$ cat config.mk
export PLATFORM = sky130hd
export DESIGN_NAME = rr_arbiter4to1
export DESIGN_NICKNAME = d
export VERILOG_FILES = /design/src/rtl/rr_arbiter4to1.sv
export SDC_FILE = /design/constraint.sdc
export NUM_CORES = 1
export LEC_CHECK = 0
export CORE_ASPECT_RATIO = 0.75
export CORE_UTILIZATION = 30
export DETAILED_ROUTE_END_ITERATION = 8
export PLACE_DENSITY = 0.69
export SLEW_MARGIN = 25
export SYNTH_ARGS = -nofsm -noshare
export SYNTH_HDL_FRONTEND = slang
export SYNTH_SLANG_ARGS = --single-unit
$ cat constraint.sdc
create_clock -name i_clk -period 2.45 [get_ports i_clk]
set_clock_uncertainty 0.2 [all_clocks]
set_input_delay 0.245 -clock i_clk [delete_from_list [all_inputs] [get_ports i_clk]]
set_output_delay 0.245 -clock i_clk [all_outputs]
set_load 0.02 [all_outputs]
$ cat src/rtl/rr_arbiter4to1.sv
// +--------------------------------------------------------------------------+
// | rr_arbiter4to1 : 4-source round-robin arbiter with burst locking and a   |
// | one-entry registered output stage. Optional lock timeout: ARB_TIMEOUT_EN |
// | Rev 1.0                                                                  |
// +--------------------------------------------------------------------------+
`default_nettype none

module rr_arbiter4to1 #(
  parameter int DATA_W       = 32,
  parameter int LOCK_TIMEOUT = 16
) (
  input  logic              i_clk,
  input  logic              i_rst_n,
  input  logic [3:0]        i_req,
  input  logic [3:0]        i_last,
  input  logic [DATA_W-1:0] i_data_00,
  input  logic [DATA_W-1:0] i_data_01,
  input  logic [DATA_W-1:0] i_data_10,
  input  logic [DATA_W-1:0] i_data_11,
  output logic [3:0]        o_gnt,
  output logic [1:0]        o_sel,
  output logic              o_valid,
  output logic [DATA_W-1:0] o_data,
  output logic [1:0]        o_src,
  output logic              o_last,
  input  logic              i_ready,
  output logic              o_timeout
);

  typedef enum logic [0:0] {
    ST_IDLE   = 1'b0,
    ST_LOCKED = 1'b1
  } state_t;

  state_t            r_state;
  logic [1:0]        r_ptr;
  logic [1:0]        r_owner;

  logic              w_free;
  logic              w_found;
  logic [1:0]        w_win;
  logic [1:0]        w_idx;
  logic [3:0]        w_gnt;
  logic              w_acc;
  logic              w_beat_last;
  logic [DATA_W-1:0] w_data;
  logic              w_tmo_hit;

  if (LOCK_TIMEOUT < 1 || LOCK_TIMEOUT > 255) begin : g_bad_timeout
    $error("rr_arbiter4to1: LOCK_TIMEOUT must be in 1..255");
  end

  assign w_free = !o_valid || i_ready;

  // Scan requests starting at the pointer; first hit wins.
  always_comb begin
    w_found = 1'b0;
    w_win   = r_ptr;
    w_idx   = r_ptr;
    for (int k = 0; k < 4; k++) begin
      w_idx = r_ptr + 2'(k);
      if (!w_found && i_req[w_idx]) begin
        w_found = 1'b1;
        w_win   = w_idx;
      end
    end
  end

  always_comb begin
    w_gnt = 4'b0000;
    o_sel = (r_state == ST_LOCKED) ? r_owner : w_win;
    if (i_rst_n && w_free) begin
      if (r_state == ST_LOCKED) begin
        w_gnt[r_owner] = i_req[r_owner];
      end else if (w_found) begin
        w_gnt[w_win] = 1'b1;
      end
    end
  end

  assign o_gnt       = w_gnt;
  assign w_acc       = |w_gnt;
  assign w_beat_last = i_last[o_sel];

  always_comb begin
    case (o_sel)
      2'd0:    w_data = i_data_00;
      2'd1:    w_data = i_data_01;
      2'd2:    w_data = i_data_10;
      default: w_data = i_data_11;
    endcase
  end

  // Output stage: refill takes priority over drain so there is no bubble.
  always_ff @(posedge i_clk or negedge i_rst_n) begin
    if (!i_rst_n) begin
      o_valid <= 1'b0;
      o_data  <= '0;
      o_src   <= 2'd0;
      o_last  <= 1'b0;
    end else if (w_acc) begin
      o_valid <= 1'b1;
      o_data  <= w_data;
      o_src   <= o_sel;
      o_last  <= w_beat_last;
    end else if (i_ready) begin
      o_valid <= 1'b0;
    end
  end

  always_ff @(posedge i_clk or negedge i_rst_n) begin
    if (!i_rst_n) begin
      r_state <= ST_IDLE;
      r_ptr   <= 2'd0;
      r_owner <= 2'd0;
    end else begin
      case (r_state)
        ST_IDLE: begin
          if (w_acc) begin
            if (w_beat_last) begin
              r_ptr <= o_sel + 2'd1;
            end else begin
              r_state <= ST_LOCKED;
              r_owner <= o_sel;
            end
          end
        end
        default: begin
          if ((w_acc && w_beat_last) || w_tmo_hit) begin
            r_state <= ST_IDLE;
            r_ptr   <= r_owner + 2'd1;
          end
        end
      endcase
    end
  end

`ifdef ARB_TIMEOUT_EN
  localparam logic [7:0] c_tmo = 8'(LOCK_TIMEOUT);

  logic [7:0] r_cnt;
  logic       r_timeout;

  // Hit on the idle cycle that would bring the count up to the limit.
  assign w_tmo_hit = (r_state == ST_LOCKED) && !i_req[r_owner] &&
                     (8'(r_cnt + 8'd1) == c_tmo);

  always_ff @(posedge i_clk or negedge i_rst_n) begin
    if (!i_rst_n) begin
      r_cnt     <= 8'd0;
      r_timeout <= 1'b0;
    end else begin
      r_timeout <= w_tmo_hit;
      if (r_state != ST_LOCKED || i_req[r_owner] || w_tmo_hit) begin
        r_cnt <= 8'd0;
      end else begin
        r_cnt <= r_cnt + 8'd1;
      end
    end
  end

  assign o_timeout = r_timeout;
`else
  assign w_tmo_hit = 1'b0;
  assign o_timeout = 1'b0;
`endif

endmodule

`default_nettype wire
# [Yosys cells after proc, flatten, opt, wreduce, memory -nomap -nowiden]
# Index checks and enable logic that the tools add are counted.
[word_totals] ff_bits=41 inputBits=139 out_inout_bits=43 wordCells=84
[classes] n_addsub=5 order_cmp=9 eq_ne=3 mux=38 bitwise=3 n_reduce_logical=19
[ops] op="32-bit one-hot mux with 3 select lines" count=1
[ops] op="2-bit by 3-bit < comparator with 1-bit output (second input constant)" count=7
[ops] op="1-bit 2-to-1 mux" count=18
[ops] op="2-bit 2-to-1 mux" count=8
[ops] op="1-bit binary-select mux with 2-bit select" count=6
[ops] op="4-bit 2-to-1 mux" count=3
[ops] op="1-bit logical AND" count=7
[ops] op="2-bit by 1-bit adder with 2-bit output (second input constant)" count=3
[ops] op="3-bit AND reduction" count=2
[ops] op="2-bit nonzero test" count=3
[ops] op="2-bit adder (second input constant)" count=2
[ops] op="4-bit AND" count=1
[ops] op="1-bit demux with 2-bit select" count=2
[ops] op="2-bit by 1-bit >= comparator with 1-bit output (second input constant)" count=2
[ops] op="1-bit zero test" count=4
[ops] op="4-bit OR reduction" count=1
[ops] op="2-bit by 1-bit equality test with 1-bit output (second input constant)" count=1
[ops] op="2-bit equality test (second input constant)" count=1
[ops] op="2-bit zero test" count=1
[ops] op="2-bit by 1-bit != test with 1-bit output (second input constant)" count=1
[ops] op="1-bit inverter" count=2
[ops] op="1-bit logical OR" count=1

# [Depth between registers and ports, before layout]
[logic_depth] ltp_word=23 mapped_depth=12 depth_no_buf=10

# [Worst setup path before layout]
# No wires, ideal clock.
[synth_path] path_type="reg2reg" startpoint="register (tool-made name)" endpoint="register o_data[22]" setup_ps=126 arrival_time_ps=2529 t_required_ps=2124 slack_ps=-405 path_stages_with_launch=11 path_buffers=2 period_less_slack_ps=2855 cell_sequence="dfrtp_1 clkbuf_1 a211o_1 o211ai_1 inv_1 ha_1 clkbuf_1 a222oi_1 nand2_1 o21ai_0 a21oi_1"
[synth_rtl] item="end signal, assigned" line="103" rtl="o_data <= w_data;"
[synth_rtl] item="end, declared" line="23" rtl="output logic [DATA_W-1:0] o_data,"

# [Final worst setup path]
[layout_path] startpoint="register r_ptr[1]" endpoint="register r_owner[1]"
[layout_between] elab_chain_cells=21 word_cells_on_any_way=38 classes_between="add/sub (3); order compare (2); mux (23); bitwise (1); reduce/logical (9)"
[layout_lines] item="start, declared" line="36" rtl="logic [1:0] r_ptr;"
[layout_lines] item="start signal, assigned" line="121" rtl="r_ptr <= o_sel + 2'd1;"
[layout_lines] item="start signal, assigned" line="131" rtl="r_ptr <= r_owner + 2'd1;"
[layout_lines] item="branches (longest 21 deep; another with 2-bit by 3-bit < comparator with 1-bit output)"
[layout_lines] item="end signal, assigned" line="124" rtl="r_owner <= o_sel;"
[layout_lines] item="end, declared" line="37" rtl="logic [1:0] r_owner;"
# Several ways; the timed one is not identified. The select of a mux whose other input is x is not followed.
# A chain may end at the register's enable or synchronous reset.

==> run summary <==
DR vias/cell: 5.15
Worst setup EP type: flip-flop
Post-Route WL: 11,200 um
Gate count of the mapped netlist: 317
Mean post-synth cell area: 8.30 um^2
CTS Sinks: 41
Peak supply drop: 0.747 mV
I/O Pins: 182
Clock Latency Late Sink: 0.28 ns
FILL cells: 750
Status: complete, but fails checks
Area of the multi-input gates: 0.00153 mm^2
Antenna violations before repair: 1
Post-placement cell area: 0.00476 mm^2
DR iter-0 viols: 214
Worst-path clk slew: 0.06 ns
Post-synthesis sequential area ratio: 39.0%
Crit path buf inv count: 0
Grt ovf: 0
CTS Root Cell: clkbuf_16
H-tree Lvls: 2
Largest family of logic cells by synthesized area: compound AO/OA/AOI/OAI gates
HP Start: o_src[1]
Initial Util: 31.0%
Synth unique cells: 45
Final ANT Viol Nets: 0
GR Util All Layers: 22.8%
Delay of the slowest cell on the worst path: 0.51 ns
Hold depth: 1
Layout Nets: 676
First-pass DRT Iterations: 7
Simple-gate area share of the yosys netlist: 15.8%
Most frequent cells in the layout: clkdlybuf4s50_1, buf_4, nand2_1, a21oi_1, dfrtp_1
#FFs+latches synth: 41
Pwr dens: 1450 mW/mm^2
Syn nets: 460
Critical path class: flip-flop to flip-flop
Final hold vios: 0
Die height: 83.1 um
Least-Margin Pin Slew: 0.529 ns
Critical-path cell list: or2_1, a21o_1, and3_1, or4b_4, a21boi_4, nor3_4, mux2_4
Core ar.: 0.00849 mm^2
Placed insts: 616
Setup-failing EPs final: 6
Num rows: 29
Vias in the first global route: 3,265
R2r startpoint: r_ptr[1]
Ys flop type: dfrtp_1
DPL Wire Length: 7860 um
Fin area: 0.00531 mm^2
Final setup TNS: -0.138 ns
Mux cell area share after synthesis: 2.14%
Max Fanout on Critical Path: 6
Synth area leaders: dfrtp_1, a222oi_1, a21oi_1
CP max stage cell: or4b_4
Final Wtd Congestion: 0.813
Worst EP arrival: 2.46 ns
R2R Setup Slk: -0.04 ns
Synth Area in XOR/XNOR: 0%
Nature of the critical path startpoint: flip-flop
CP required: 2.42 ns
Fin cells: 643
Async S/R FF share, synth: 100%
Cell Area, Synth: 0.00263 mm^2
TritonCTS clock tree: yes
RSZ-0062 raised after global routing: true
Slew Viols, Final: 0
WHS Endpoint: o_src[1]
Violated checks: negative setup slack
Adder-cell share of the synthesized area: 1.90%
Relative max-transition margin: 64.7%
Complex-gate fraction of the synthesized area: 34.6%
Top Family by Delay on Critical Path: simple AND/OR/NAND/NOR gates
First-pass GRT wire length: 16,000 um
Yosys warnings: 0
Most common cell after layout, fill and taps aside: clkdlybuf4s50_1
FF-to-FF path depth: 7
Reg area: 0.00103 mm^2
CTS Buf Count: 5
EDFF count, synth: 0
Via Count: 3,314
Class of the worst hold path: flip-flop to flip-flop
Die Width: 110 um
Largest net degree at the start of global routing: 42
Worst r2r dst: r_owner[1]
Wire per inst: 17.4 um
Area growth syn-to-layout: 102%
Pleak: 2.27 nW
PortBufs: 180
Fraction of layout cells with a size suffix above 1: 17.6%
Clock Tree Buf Depth: 2
Fin Hold WS: 0.293 ns
Die area: 0.00915 mm^2
# DRC: 0
Yosys top cell area share: 39.0%
Max_cap viols: 0
Fmax: 0.401 GHz
Area leader, netlist: dfrtp_1
Final period utilization: 102%
Final Worst Setup Slack: -0.0411 ns
Minimum clock period: 2.49 ns
## layout make-up
type / instances / area share, %
antenna: 1 / 0.0471
inverter: 8 / 0.707
clock buffer: 5 / 2.36
multi-input combinational: 238 / 28.9
clock inverter: 3 / 1.30
sequential: 41 / 19.4
timing repair buffer: 239 / 44.8
tap: 108 / 2.55
## power by group
part	switching (mW)	leakage [nW]	internal (mW)
clock network	0.269	0.0944	0.587
registers	0.253	0.463	1.05
logic	2.78	1.71	2.77
total	3.30	2.27	4.40
## state kept, by name (all words and copies together), names as in the netlist, named ones only
register and flops:
o_data 32, r_ptr 2, o_last 1, o_valid 1, o_src 2, r_owner 2
## stage by stage
| step | setup WS, ns | utilization, % | total power, mW |
|---|---|---|---|
| after floorplan | -0.277 | - | 4.05 |
| after global placement | -0.497 | 56.1 | 5.90 |
| after detailed placement | -0.485 | 56.1 | 5.97 |
| after CTS | -0.0701 | 61.4 | 7.52 |
| after global routing | -0.158 | 62.5 | 8.25 |
| final | -0.0411 | 62.5 | 7.70 |
## logic make-up (layout without fill, tap and decap cells)
kind of cell | count (synthesis) | count (layout)
simple gates | 94 | 94
mux | 5 | 5
other cells | 1 | 2
compound gates | 134 | 134
flops | 41 | 41
buf+inv | 38 | 255
fa+ha+maj | 4 | 4
## worst max-delay path by stage
stage                          from         end  slack, ns  depth (start not counted)
after detailed placement   i_req[3]  o_data[13]      -0.48                         12
after floorplan           flip-flop   o_data[1]      -0.28                         10
after CTS                  r_ptr[1]   o_data[9]      -0.07                         12
after global placement     i_req[3]  o_data[13]      -0.50                         12
after global routing       r_ptr[1]  o_data[13]      -0.16                         11
final                      r_ptr[1]  r_owner[1]      -0.04                          7
## layer usage
| layer | track usage (%) | share of wire (%) |
|---|---|---|
| met2 | 39.8 | 48 |
| met1 | 27.3 | 42 |
| met5 | 0 | 0 |
| met4 | 4.78 | 1.1 |
| met3 | 6.83 | 9.8 |
## synthesized netlist by cell type (2+ instances only)
cell type and number:
mux2i_1 3, a21oi_1 40, inv_1 6, a211o_1 2
clkbuf_1 14, nor2_1 37, a222oi_1 32, nor2b_1 5
ha_1 4, o2111ai_1 3, o21ai_0 38, buf_1 3
inv_2 2, dfrtp_1 41, buf_2 11, o211ai_1 3
and3_1 3, nor3_2 2, nand2_1 40, a21o_1 3
## repair_timing
action / in CTS / in global routing
pin swaps: 25 / 16
hold buffers: 1 / 0
endpoints found under the hold margin: 41 / 0
resized for setup: 37 / 33
setup endpoints to repair: 45 / 40
gates cloned: 2 / 3
setup buffers: 12 / 2
(Power assumes the default switching activity.)
